`src/rtl/fetch_unit_pkg.sv`:
```
// Shared pipeline definitions for the 19-bit core: widths, bubble encoding
// and opcode field layout used by fetch and decode.
package fetch_unit_pkg;

    localparam int PC_W    = 12;
    localparam int INSTR_W = 19;

    localparam logic [INSTR_W-1:0] BUBBLE_INSTR = 19'd0;
    localparam logic [PC_W-1:0]    PC_ZERO      = 12'd0;
    localparam logic [PC_W-1:0]    PC_ONE       = 12'd1;

    // Opcode fields: full 5-bit opcode and the 3-bit major class
    localparam int OPCODE_HI  = 18;
    localparam int OPCODE_LO  = 14;
    localparam int OPCLASS_LO = 16;

    localparam logic [2:0] OP_JUMP   = 3'b111;
    localparam logic [2:0] OP_BRANCH = 3'b101;

    function automatic logic [4:0] opcode_of(input logic [INSTR_W-1:0] instr);
        return instr[OPCODE_HI:OPCODE_LO];
    endfunction

    function automatic logic is_ctrl_transfer(input logic [INSTR_W-1:0] instr);
        logic [2:0] cls;
        cls = instr[OPCODE_HI:OPCLASS_LO];
        return (cls == OP_JUMP) || (cls == OP_BRANCH);
    endfunction

endpackage

```
`src/rtl/fetch_unit_if.sv`:
```
// Instruction-memory request/ready handshake between fetch and memory.
interface fetch_unit_if;
    import fetch_unit_pkg::*;

    logic               req;
    logic [PC_W-1:0]    addr;
    logic               ready;
    logic [INSTR_W-1:0] rdata;

    modport master (output req, output addr, input ready, input rdata);
    modport slave  (input req, input addr, output ready, output rdata);

endinterface

```
`src/rtl/fetch_hold_buf.sv`:
```
// One-entry instruction+PC skid buffer that catches a fetched word while
// decode cannot accept it.
module fetch_hold_buf
    import fetch_unit_pkg::*;
(
    input  logic               clk,
    input  logic               rst_n,
    input  logic               load,
    input  logic               clear,
    input  logic [INSTR_W-1:0] load_instr,
    input  logic [PC_W-1:0]    load_pc,
    output logic               full,
    output logic [INSTR_W-1:0] instr,
    output logic [PC_W-1:0]    pc
);

    logic               full_r;
    logic [INSTR_W-1:0] instr_r;
    logic [PC_W-1:0]    pc_r;

    // Buffer storage; a load never coincides with a clear
    always_ff @(posedge clk or negedge rst_n) begin
        if (!rst_n) begin
            full_r  <= 1'b0;
            instr_r <= BUBBLE_INSTR;
            pc_r    <= PC_ZERO;
        end else if (load) begin
            full_r  <= 1'b1;
            instr_r <= load_instr;
            pc_r    <= load_pc;
        end else if (clear) begin
            full_r  <= 1'b0;
            instr_r <= BUBBLE_INSTR;
            pc_r    <= PC_ZERO;
        end else begin
            full_r  <= full_r;
            instr_r <= instr_r;
            pc_r    <= pc_r;
        end
    end

    assign full  = full_r;
    assign instr = instr_r;
    assign pc    = pc_r;

endmodule

```
`src/rtl/fetch_unit.sv`:
```
// Instruction fetch stage and IF/ID pipeline register: owns the PC, runs the
// memory handshake, buffers a word under decode stall and applies redirects.
module fetch_unit
    import fetch_unit_pkg::*;
#(
    parameter logic [PC_W-1:0] RESET_PC = 12'd0
)
(
    input  logic                clk,
    input  logic                rst_n,
    input  logic                pc_writebar,
    input  logic                IF_ID_loadbar,
    input  logic                IF_ID_flush,
    input  logic                redirect_en,
    input  logic [PC_W-1:0]     redirect_pc,
    fetch_unit_if.master        imem,
    output logic [INSTR_W-1:0]  IF_ID_instruction,
    output logic [PC_W-1:0]     IF_ID_pc,
    output logic                IF_ID_valid,
    output logic [PC_W-1:0]     pc
);

    localparam logic [1:0] ST_IDLE    = 2'd0;
    localparam logic [1:0] ST_FETCH   = 2'd1;
    localparam logic [1:0] ST_HOLD    = 2'd2;
    localparam logic [1:0] ST_DISCARD = 2'd3;

    logic [1:0]         state_r, state_nx_s;
    logic [PC_W-1:0]    pc_r, pc_nx_s;
    logic [PC_W-1:0]    stale_addr_r, stale_addr_nx_s;
    logic [INSTR_W-1:0] ifid_instr_r, ifid_instr_nx_s;
    logic [PC_W-1:0]    ifid_pc_r, ifid_pc_nx_s;
    logic               ifid_valid_r, ifid_valid_nx_s;

    logic               xfer_s, take_s, word_ok_s;
    logic               buf_load_s, buf_clear_s, buf_full_s;
    logic [INSTR_W-1:0] buf_instr_s;
    logic [PC_W-1:0]    buf_pc_s;

    // Request side depends on registered state only, never on ready
    assign imem.req  = (state_r == ST_FETCH) || (state_r == ST_DISCARD);
    assign imem.addr = (state_r == ST_DISCARD) ? stale_addr_r : pc_r;

    assign xfer_s = imem.req & imem.ready;
    assign take_s = ~IF_ID_loadbar & ~IF_ID_flush;

    fetch_hold_buf u_hold_buf (
        .clk        (clk),
        .rst_n      (rst_n),
        .load       (buf_load_s),
        .clear      (buf_clear_s),
        .load_instr (imem.rdata),
        .load_pc    (pc_r),
        .full       (buf_full_s),
        .instr      (buf_instr_s),
        .pc         (buf_pc_s)
    );

    // Fetch FSM: next state, next PC, hold-buffer control
    always_comb begin
        state_nx_s      = state_r;
        pc_nx_s         = pc_r;
        stale_addr_nx_s = stale_addr_r;
        buf_load_s      = 1'b0;
        buf_clear_s     = 1'b0;
        word_ok_s       = 1'b0;
        case (state_r)
            ST_IDLE: begin
                if (redirect_en) begin
                    pc_nx_s    = redirect_pc;
                    state_nx_s = ST_FETCH;
                end else if (!pc_writebar) begin
                    state_nx_s = ST_FETCH;
                end else begin
                    state_nx_s = ST_IDLE;
                end
            end
            ST_FETCH: begin
                if (redirect_en) begin
                    pc_nx_s = redirect_pc;
                    if (xfer_s) begin
                        state_nx_s = ST_FETCH;
                    end else begin
                        // Request cannot be withdrawn: finish it at the old address
                        stale_addr_nx_s = pc_r;
                        state_nx_s      = ST_DISCARD;
                    end
                end else if (xfer_s) begin
                    pc_nx_s = pc_r + PC_ONE;
                    if (take_s) begin
                        word_ok_s  = 1'b1;
                        state_nx_s = pc_writebar ? ST_IDLE : ST_FETCH;
                    end else begin
                        buf_load_s = 1'b1;
                        state_nx_s = ST_HOLD;
                    end
                end else begin
                    state_nx_s = ST_FETCH;
                end
            end
            ST_HOLD: begin
                if (redirect_en) begin
                    buf_clear_s = 1'b1;
                    pc_nx_s     = redirect_pc;
                    state_nx_s  = ST_FETCH;
                end else if (take_s) begin
                    buf_clear_s = 1'b1;
                    state_nx_s  = pc_writebar ? ST_IDLE : ST_FETCH;
                end else begin
                    state_nx_s = ST_HOLD;
                end
            end
            ST_DISCARD: begin
                if (redirect_en) begin
                    pc_nx_s = redirect_pc;
                end else begin
                    pc_nx_s = pc_r;
                end
                if (xfer_s) begin
                    state_nx_s = ST_FETCH;
                end else begin
                    state_nx_s = ST_DISCARD;
                end
            end
            default: begin
                state_nx_s = ST_IDLE;
            end
        endcase
    end

    // IF/ID input select: flush, hold, buffered word, fresh word, bubble
    always_comb begin
        ifid_instr_nx_s = ifid_instr_r;
        ifid_pc_nx_s    = ifid_pc_r;
        ifid_valid_nx_s = ifid_valid_r;
        if (IF_ID_flush) begin
            ifid_instr_nx_s = BUBBLE_INSTR;
            ifid_pc_nx_s    = PC_ZERO;
            ifid_valid_nx_s = 1'b0;
        end else if (IF_ID_loadbar) begin
            ifid_instr_nx_s = ifid_instr_r;
            ifid_pc_nx_s    = ifid_pc_r;
            ifid_valid_nx_s = ifid_valid_r;
        end else if (buf_full_s && !redirect_en) begin
            ifid_instr_nx_s = buf_instr_s;
            ifid_pc_nx_s    = buf_pc_s;
            ifid_valid_nx_s = 1'b1;
        end else if (word_ok_s) begin
            ifid_instr_nx_s = imem.rdata;
            ifid_pc_nx_s    = pc_r;
            ifid_valid_nx_s = 1'b1;
        end else begin
            ifid_instr_nx_s = BUBBLE_INSTR;
            ifid_pc_nx_s    = PC_ZERO;
            ifid_valid_nx_s = 1'b0;
        end
    end

    // State, PC and IF/ID registers
    always_ff @(posedge clk or negedge rst_n) begin
        if (!rst_n) begin
            state_r      <= ST_IDLE;
            pc_r         <= RESET_PC;
            stale_addr_r <= PC_ZERO;
            ifid_instr_r <= BUBBLE_INSTR;
            ifid_pc_r    <= PC_ZERO;
            ifid_valid_r <= 1'b0;
        end else begin
            state_r      <= state_nx_s;
            pc_r         <= pc_nx_s;
            stale_addr_r <= stale_addr_nx_s;
            ifid_instr_r <= ifid_instr_nx_s;
            ifid_pc_r    <= ifid_pc_nx_s;
            ifid_valid_r <= ifid_valid_nx_s;
        end
    end

    assign IF_ID_instruction = ifid_instr_r;
    assign IF_ID_pc          = ifid_pc_r;
    assign IF_ID_valid       = ifid_valid_r;
    assign pc                = pc_r;

endmodule

```
`src/flat_wrapper.sv`:
```
// flat-port wrapper written by rule: the top's interface ports become plain ports
module fetch_unit_flat import fetch_unit_pkg::*;
#(
    parameter logic [PC_W-1:0] RESET_PC = 12'd0
)
  (clk, rst_n, pc_writebar, IF_ID_loadbar, IF_ID_flush, redirect_en, redirect_pc, IF_ID_instruction, IF_ID_pc, IF_ID_valid, pc, imem_req, imem_addr, imem_ready, imem_rdata);
  fetch_unit_if imem_i ();
  input  logic clk;
  input  logic rst_n;
  input  logic pc_writebar;
  input  logic IF_ID_loadbar;
  input  logic IF_ID_flush;
  input  logic redirect_en;
  input  logic [PC_W-1:0] redirect_pc;
  output logic [INSTR_W-1:0] IF_ID_instruction;
  output logic [PC_W-1:0] IF_ID_pc;
  output logic IF_ID_valid;
  output logic [PC_W-1:0] pc;
  output wire logic [$bits(imem_i.req)-1:0] imem_req;
  output wire logic [$bits(imem_i.addr)-1:0] imem_addr;
  input wire logic [$bits(imem_i.ready)-1:0] imem_ready;
  input wire logic [$bits(imem_i.rdata)-1:0] imem_rdata;
  assign imem_req = imem_i.req;
  assign imem_addr = imem_i.addr;
  assign imem_i.ready = imem_ready;
  assign imem_i.rdata = imem_rdata;
  fetch_unit #(.RESET_PC(RESET_PC)) u_core (.clk(clk), .rst_n(rst_n), .pc_writebar(pc_writebar), .IF_ID_loadbar(IF_ID_loadbar), .IF_ID_flush(IF_ID_flush), .redirect_en(redirect_en), .redirect_pc(redirect_pc), .imem(imem_i), .IF_ID_instruction(IF_ID_instruction), .IF_ID_pc(IF_ID_pc), .IF_ID_valid(IF_ID_valid), .pc(pc));
endmodule
```
`config.mk`:
```
export PLATFORM = sky130hd
export DESIGN_NAME = fetch_unit_flat
export DESIGN_NICKNAME = d
export VERILOG_FILES = /design/src/rtl/fetch_unit_pkg.sv /design/src/rtl/fetch_unit_if.sv /design/src/rtl/fetch_hold_buf.sv /design/src/rtl/fetch_unit.sv /design/src/flat_wrapper.sv
export SDC_FILE = /design/constraint.sdc
export NUM_CORES = 1
export LEC_CHECK = 0
export ABC_AREA = 0
export CAP_MARGIN = 20
export CORE_UTILIZATION = 50
export CTS_BUF_LIST = sky130_fd_sc_hd__clkbuf_4
export DETAILED_ROUTE_END_ITERATION = 10
export MAX_ROUTING_LAYER = met4
export PLACE_DENSITY = 0.81
export SYNTH_ARGS = -nofsm -noshare
export SYNTH_HDL_FRONTEND = slang
export SYNTH_SLANG_ARGS = --single-unit
```
`constraint.sdc`:
```
create_clock -name clk -period 3.1 [get_ports clk]
set_input_delay 0.465 -clock clk [delete_from_list [all_inputs] [get_ports clk]]
set_output_delay 0.465 -clock clk [all_outputs]
set_load 0.01 [all_outputs]
```
==> metrics.csv, run 1 <==
stage,metric,value,unit
global_routing,grt_pass1_vias,3089,
timing,setup_viol,0,
die,start_util,0.527,
min_path,hp-class,in2async,
die,coreArea,0.00741,mm²
flow_run,drv_cap,0,
logic_synthesis,synth_edf_count,0,
timing,finalMaxSlewViolations,0,
logic_synthesis,synth_compound_area_frac,0.203,
final_layout,drive_above_1_share,0.137,
routing,drcViolationCount,0,
routing,routed_wl,9360,µm
pwr,p_total,3.18,mW
timing,worstMarginPinSlew,614,ps
logic_synthesis,synth_xor_area_frac,0.00673,
logic_synthesis,muxShareOfSynthArea,0.0693,
setup_path,cp.required,2630,ps
logic_synthesis,dominantRegCellSynth,dfrtp_1,
logic_synthesis,syn-instance-count,330,
clock_tree,cts-root-buf,clkbuf_4,
timing,fin_crit,2750,ps
final_layout,design_area,0.00513,mm²
logic_synthesis,synth_top_cells_by_count,"dfrtp_1, inv_1, a222oi_1, a22o_1, mux2_2",
setup_path,crit_type,reg2out,
clock_tree,htree_num_levels,3,
clock_tree,post-cts-setup-buffers,0,
placement,dpl-instance-area,0.00491,mm²
routing,vias,3134,
logic_synthesis,ys_seq_elements,90,
routing,drt_iter0_markers,375,
placement,routabilityCongestion,0.830,
pwr,p_leak,2.41,nW
status,status,finished clean,
logic_synthesis,synth_top_family_by_area,compound AO/OA/AOI/OAI gates,
global_routing,grt_use_total,0.252,
global_routing,grt_first_pass_wirelength,15800,µm
setup_path,start_kind,flop,
logic_synthesis,async_flop_share,1.00,
setup_path,cp.arrival,2290,ps
logic_synthesis,synth_cell_types,42,
die,fp-row-count,31,
final_layout,n_antenna_cell,0,
routing,antenna_left,0,
setup_path,cp_max_fo,12,
global_routing,grt_overflow,0,
logic_synthesis,yosysMostFrequentCell,dfrtp_1,
logic_synthesis,yosysWarnings,0,
routing,wl_per_cell,18.0,µm
final_layout,nNetsFinal,456,
timing,fin_crit_sh,0.888,
clock_tree,cts_made_buffers,9,
logic_synthesis,syn-num-nets,369,
clock_tree,clk_latency,420,ps
pwr,power_density,619,mW/mm²
die,dieWidth,90.3,µm
setup_path,end_kind,output port,
logic_synthesis,syn_area,0.00390,mm²
die,dieHeight,90.3,µm
logic_synthesis,syn_area_per_cell,11.8,µm²
timing,relSlewSlack,0.589,
die,die_area,0.00816,mm²
routing,viasPerCell,6.02,
final_layout,syn_to_final_growth,31.6,%
placement,place_hpwl,5990,µm
global_routing,grt_max_degree,91,
logic_synthesis,synth_top_area_share,0.577,
timing,rsz0062_at_grt,no,
pwr,vdd_ir_drop_max,276,µV
logic_synthesis,yosys.area.top_type,dfrtp_1,
die,ioPinCount,95,
clock_tree,cts_tree,yes,
placement,io_buffers,94,
timing,skew,14.0,ps
routing,dr.pass1.iters,7,
logic_synthesis,synthTopCellsByArea,"dfrtp_1, a222oi_1, a22o_1",
logic_synthesis,synth_fa_ha_area_frac,0.00321,
timing,fmax,363,MHz
clock_tree,cts_buffer_depth,2,
clock_tree,clock-sinks,90,
global_routing,antenna_found_initial,0,
timing,setup_tns,0,ps
logic_synthesis,seq_area_frac_synth,0.577,
logic_synthesis,synth-simple-area-share,0.0744,
clock_tree,clkTransAtPathRegs,140,ps
timing,hold_violations,0,
[layer usage]
| metal | up-vias | share of wire | global-route usage |
|---|---|---|---|
| li1 | 1411 | - | - |
| met2 | 128 | 0.48 | 0.375 |
| met3 | 13 | 0.058 | 0.0539 |
| met5 | - | 0 | - |
| met4 | 0 | 0.012 | 0.0847 |
| met1 | 1582 | 0.45 | 0.347 |
[cell type report]
type	count	area [µm²]
Fill cell	556	2270
Clock buffer	11	82.6
Timing Repair Buffer	104	1040
Sequential cell	90	2250
Tap cell	99	124
Inverter	35	131
Clock inverter	5	103
Multi-Input combinational cell	177	1410
[path summary, 6_finish.rpt]
check / startpoint / end / slack (ps) / cells past startpoint
worst max-delay path: u_core.state_r[1]$_DFF_PN0_ / imem_addr[11] / 350 / 3
worst min-delay path: rst_n / u_core.pc[0]$_DFFE_PN0P_ / 420 / 2
worst max register to register: u_core.pc[0]$_DFFE_PN0P_ / u_core.pc[8]$_DFFE_PN0P_ / 1310 / 5
worst min register to register: u_core.IF_ID_instruction[18]$_DFFE_PN0P_ / u_core.IF_ID_instruction[18]$_DFFE_PN0P_ / 500 / 2
max in group asynchronous: rst_n / u_core.IF_ID_instruction[13]$_DFFE_PN0P_ / 2030 / 3
min in group clk: u_core.IF_ID_instruction[18]$_DFFE_PN0P_ / u_core.IF_ID_instruction[18]$_DFFE_PN0P_ / 500 / 2
[state kept, by name, indices dropped and copies added (netlist names)]
name,cells
u_core.IF_ID_instruction,19
u_core.IF_ID_pc,12
u_core.IF_ID_valid,1
u_core.pc,12
u_core.stale_addr_r,12
u_core.state_r,2
u_core.u_hold_buf.full,1
u_core.u_hold_buf.instr,19
u_core.u_hold_buf.pc,12
[timing repair]
item	in CTS	in global routing
hold buffers	0	1
gates resized for setup	0	0
hold endpoints to repair	0	15
[cells by family (layout without fill, tap and decap cells)]
family / after synthesis / after routing
flops: 90 / 90
simple gates: 53 / 53
compound gates: 96 / 96
buf+inv: 63 / 155
fa+ha+maj: 1 / 1
mux: 24 / 24
xor+xnor: 3 / 3
[through the flow]
stage               setup slack, ps  std cells  hold WS [ps]   util
finish                          346        521           423  0.693
global route                    228        521           413  0.693
CTS                             350        519           252  0.688
detailed placement              839        503           475  0.663
global placement                861        503           471  0.663
floorplan                      1300        330           169      -
[where the power goes]
| group | switching, mW | internal [mW] |
|---|---|---|
| registers | 0.195 | 1.41 |
| clock network | 0.386 | 0.426 |
| logic | 0.308 | 0.454 |
[critical path, stage by stage, from the launching register on]
cell,delay [ps]
dfrtp_1,500
nand2_1,480
mux2_2,400
clkdlybuf4s50_1,480
[cells in the final DEF (no fill, tap or decap), types with 2 or more instances in the layout]
cell              n
a21oi_1           9
a222oi_1         31
a22o_1           31
a31oi_1           3
buf_4             9
bufinv_16         3
clkbuf_4         11
clkdlybuf4s50_1  93
dfrtp_1          90
inv_1            35
mux2_2           24
nand2_1          13
nand2b_1          2
nand3_1           6
nor2_1            8
nor2_2            2
nor2b_1           3
nor3_1            2
nor4_1            2
o21ai_0           9
o21ai_1           2
o22a_1            2
o32ai_1           2
or3_1             4
xnor2_1           2
No activity file was read; power rests on OpenSTA's default activity.
==> run 2, diff against run 1 <==
SETUP_SLACK_MARGIN = 0.4   (was default)
==> run 2 against run 1 <==
  * Utilization about the same
  * Count of clock-buffer cells in the layout unchanged
  * Clock skew decreased by 1.8 ps
  * Power barely moved
  * Combinational power about the same
  * Global-route usage stayed put
  * Routed wire length rose by 0.46%
  * Clock power hardly changed
  * Design area barely moved
  * First-iteration DRC count fell by 0.80%
  * Cell count is the same
==> metrics.csv, run 2 (synthesis results as in run 1) <==
stage,metric,value,unit,change
placement,dp_slack,839,ps,unchanged
die,dieWidth,90.3,µm,unchanged
global_routing,grt_overflow,0,,unchanged
timing,fmax,389,MHz,+7.2%
timing,holdWs,425,ps,+1.41 ps
timing,setup_viol,0,,unchanged
clock_tree,cts-root-buf,clkbuf_4,,
routing,drcViolationCount,0,,unchanged
pwr,vdd_ir_drop_max,275,µV,-0.34%
pwr,p_leak,2.41,nW,about the same
global_routing,grt_first_pass_wirelength,15800,µm,unchanged
status,status,finished clean,,
routing,vias,3135,,+0.032%
die,start_util,0.527,,unchanged
global_routing,grt_max_degree,91,,unchanged
setup_path,cp.arrival,2100,ps,-190 ps
timing,hold_violations,0,,unchanged
die,fp-row-count,31,,unchanged
pwr,power_density,618,mW/mm²,-0.12%
final_layout,n_antenna_cell,0,,unchanged
timing,setup_ws,530,ps,+184 ps
clock_tree,clkTransAtPathRegs,140,ps,about the same
die,ioPinCount,95,,unchanged
final_layout,final_cell_mix,"clkdlybuf4s50_1, dfrtp_1, inv_1",,
clock_tree,cts_made_buffers,9,,unchanged
routing,dr_wl_met2,4460,µm,-0.42%
min_path,hp-class,in2async,,
die,coreArea,0.00741,mm²,unchanged
timing,finalMaxSlewViolations,0,,unchanged
routing,routed_wl,9400,µm,+0.46%
clock_tree,cts_buffer_depth,2,,unchanged
routing,viasPerCell,6.02,,about the same
global_routing,antenna_found_initial,0,,unchanged
final_layout,nNetsFinal,456,,unchanged
flow_run,drv_cap,0,,unchanged
timing,skew,12.1,ps,-1.81 ps
placement,routabilityCongestion,0.830,,unchanged
final_layout,fillers,556,,unchanged
clock_tree,post-cts-setup-buffers,0,,unchanged
global_routing,grt_use_total,0.252,,unchanged
routing,drt_iter0_markers,372,,-0.80%
timing,fin_crit_sh,0.829,,-0.0595
routing,antenna_left,0,,unchanged
setup_path,start_kind,flop,,
placement,place_hpwl,5990,µm,unchanged
routing,dr.pass1.iters,6,,-1
setup_path,cp.required,2630,ps,about the same
clock_tree,htree_num_levels,3,,unchanged
routing,met1Wirelength,4200,µm,-0.52%
timing,relSlewSlack,0.588,,-0.000593
final_layout,drive_above_1_share,0.140,,+0.00237
final_layout,layout_commonest_cell,clkdlybuf4s50_1,,
timing,fin_crit,2570,ps,-184 ps
die,dieHeight,90.3,µm,unchanged
clock_tree,clock-sinks,90,,unchanged
die,die_area,0.00816,mm²,unchanged
global_routing,grt_pass1_vias,3089,,unchanged
setup_path,end_kind,output port,,
timing,rsz0062_at_grt,no,,
setup_path,crit_type,reg2out,,
timing,setup_tns,0,ps,unchanged
timing,worstMarginPinSlew,615,ps,+0.886 ps
setup_path,cp_max_fo,12,,unchanged
clock_tree,cts_tree,yes,,
setup_path,r2r_cells,5,,unchanged
routing,top_layer_used,met4,,
routing,wl_per_cell,18.0,µm,+0.46%
final_layout,syn_to_final_growth,31.6,%,about the same
placement,io_buffers,94,,unchanged
clock_tree,clk_latency,420,ps,about the same
routing,route.met3.wl,630,µm,+16%
[run 2: changes by cell type in the layout (fill, tap and decap cells not counted)]
| cell | previous run | this run |
|---|---|---|
| nand2_1 | 13 | 12 |
| nand2_2 | 0 | 1 |
[run 2: timing repair]
action,CTS,global route
endpoints found under the setup margin,12,0
hold buffers,0,1
resized for setup,1,0
endpoints found under the hold margin,0,15
[run 2: layer usage]
metal,vias to the layer above,GRT usage
li1,1408,-
met1,1569,0.347
met2,145,0.375
met3,13,0.0539
met4,0,0.0847
met5,-,-
[run 2: power breakdown]
group | leakage (nW) | internal (mW) | switching, mW | total (mW)
registers | 1.15 | 1.41 | 0.196 | 1.60
logic | 1.16 | 0.454 | 0.308 | 0.763
clock network | 0.0971 | 0.426 | 0.383 | 0.809
total | 2.41 | 2.29 | 0.888 | 3.17
[run 2: metrics by stage]
step,power (mW),cell area [µm²],util,cells
2_1_floorplan,2.00,3900,-,330
3_3_place_gp,2.35,4910,0.663,503
3_5_place_dp,2.38,4910,0.663,503
4_1_cts,3.19,5100,0.688,519
5_1_grt,3.34,5140,0.693,521
6_report,3.17,5140,0.693,521
[run 2: layout make-up]
class / count / area (µm²) / share of cell area
Clock buffer: 11 / 82.6 / 0.0161
Clock inverter: 5 / 103 / 0.0200
Inverter: 35 / 131 / 0.0256
Multi-Input combinational cell: 177 / 1410 / 0.274
Sequential cell: 90 / 2250 / 0.438
Tap cell: 99 / 124 / 0.0241
Timing Repair Buffer: 104 / 1040 / 0.202
[run 2: worst paths after layout]
| path | from | slack (ps) | endpoint |
|---|---|---|---|
| max in group asynchronous | rst_n | 2030 | u_core.IF_ID_pc[0]$_DFFE_PN0P_ |
| hold / removal | rst_n | 420 | u_core.pc[0]$_DFFE_PN0P_ |
| min in group clk | u_core.IF_ID_instruction[18]$_DFFE_PN0P_ | 500 | u_core.IF_ID_instruction[18]$_DFFE_PN0P_ |
| hold reg to reg | u_core.IF_ID_instruction[18]$_DFFE_PN0P_ | 500 | u_core.IF_ID_instruction[18]$_DFFE_PN0P_ |
| setup / recovery | u_core.state_r[1]$_DFF_PN0_ | 530 | imem_addr[11] |
| setup reg to reg | u_core.state_r[1]$_DFF_PN0_ | 1300 | u_core.IF_ID_instruction[13]$_DFFE_PN0P_ |
[run 2: critical path, stage by stage (launching register included)]
cell and delay, ps:
dfrtp_1 510, nand2_2 320, mux2_2 380, clkdlybuf4s50_1 480
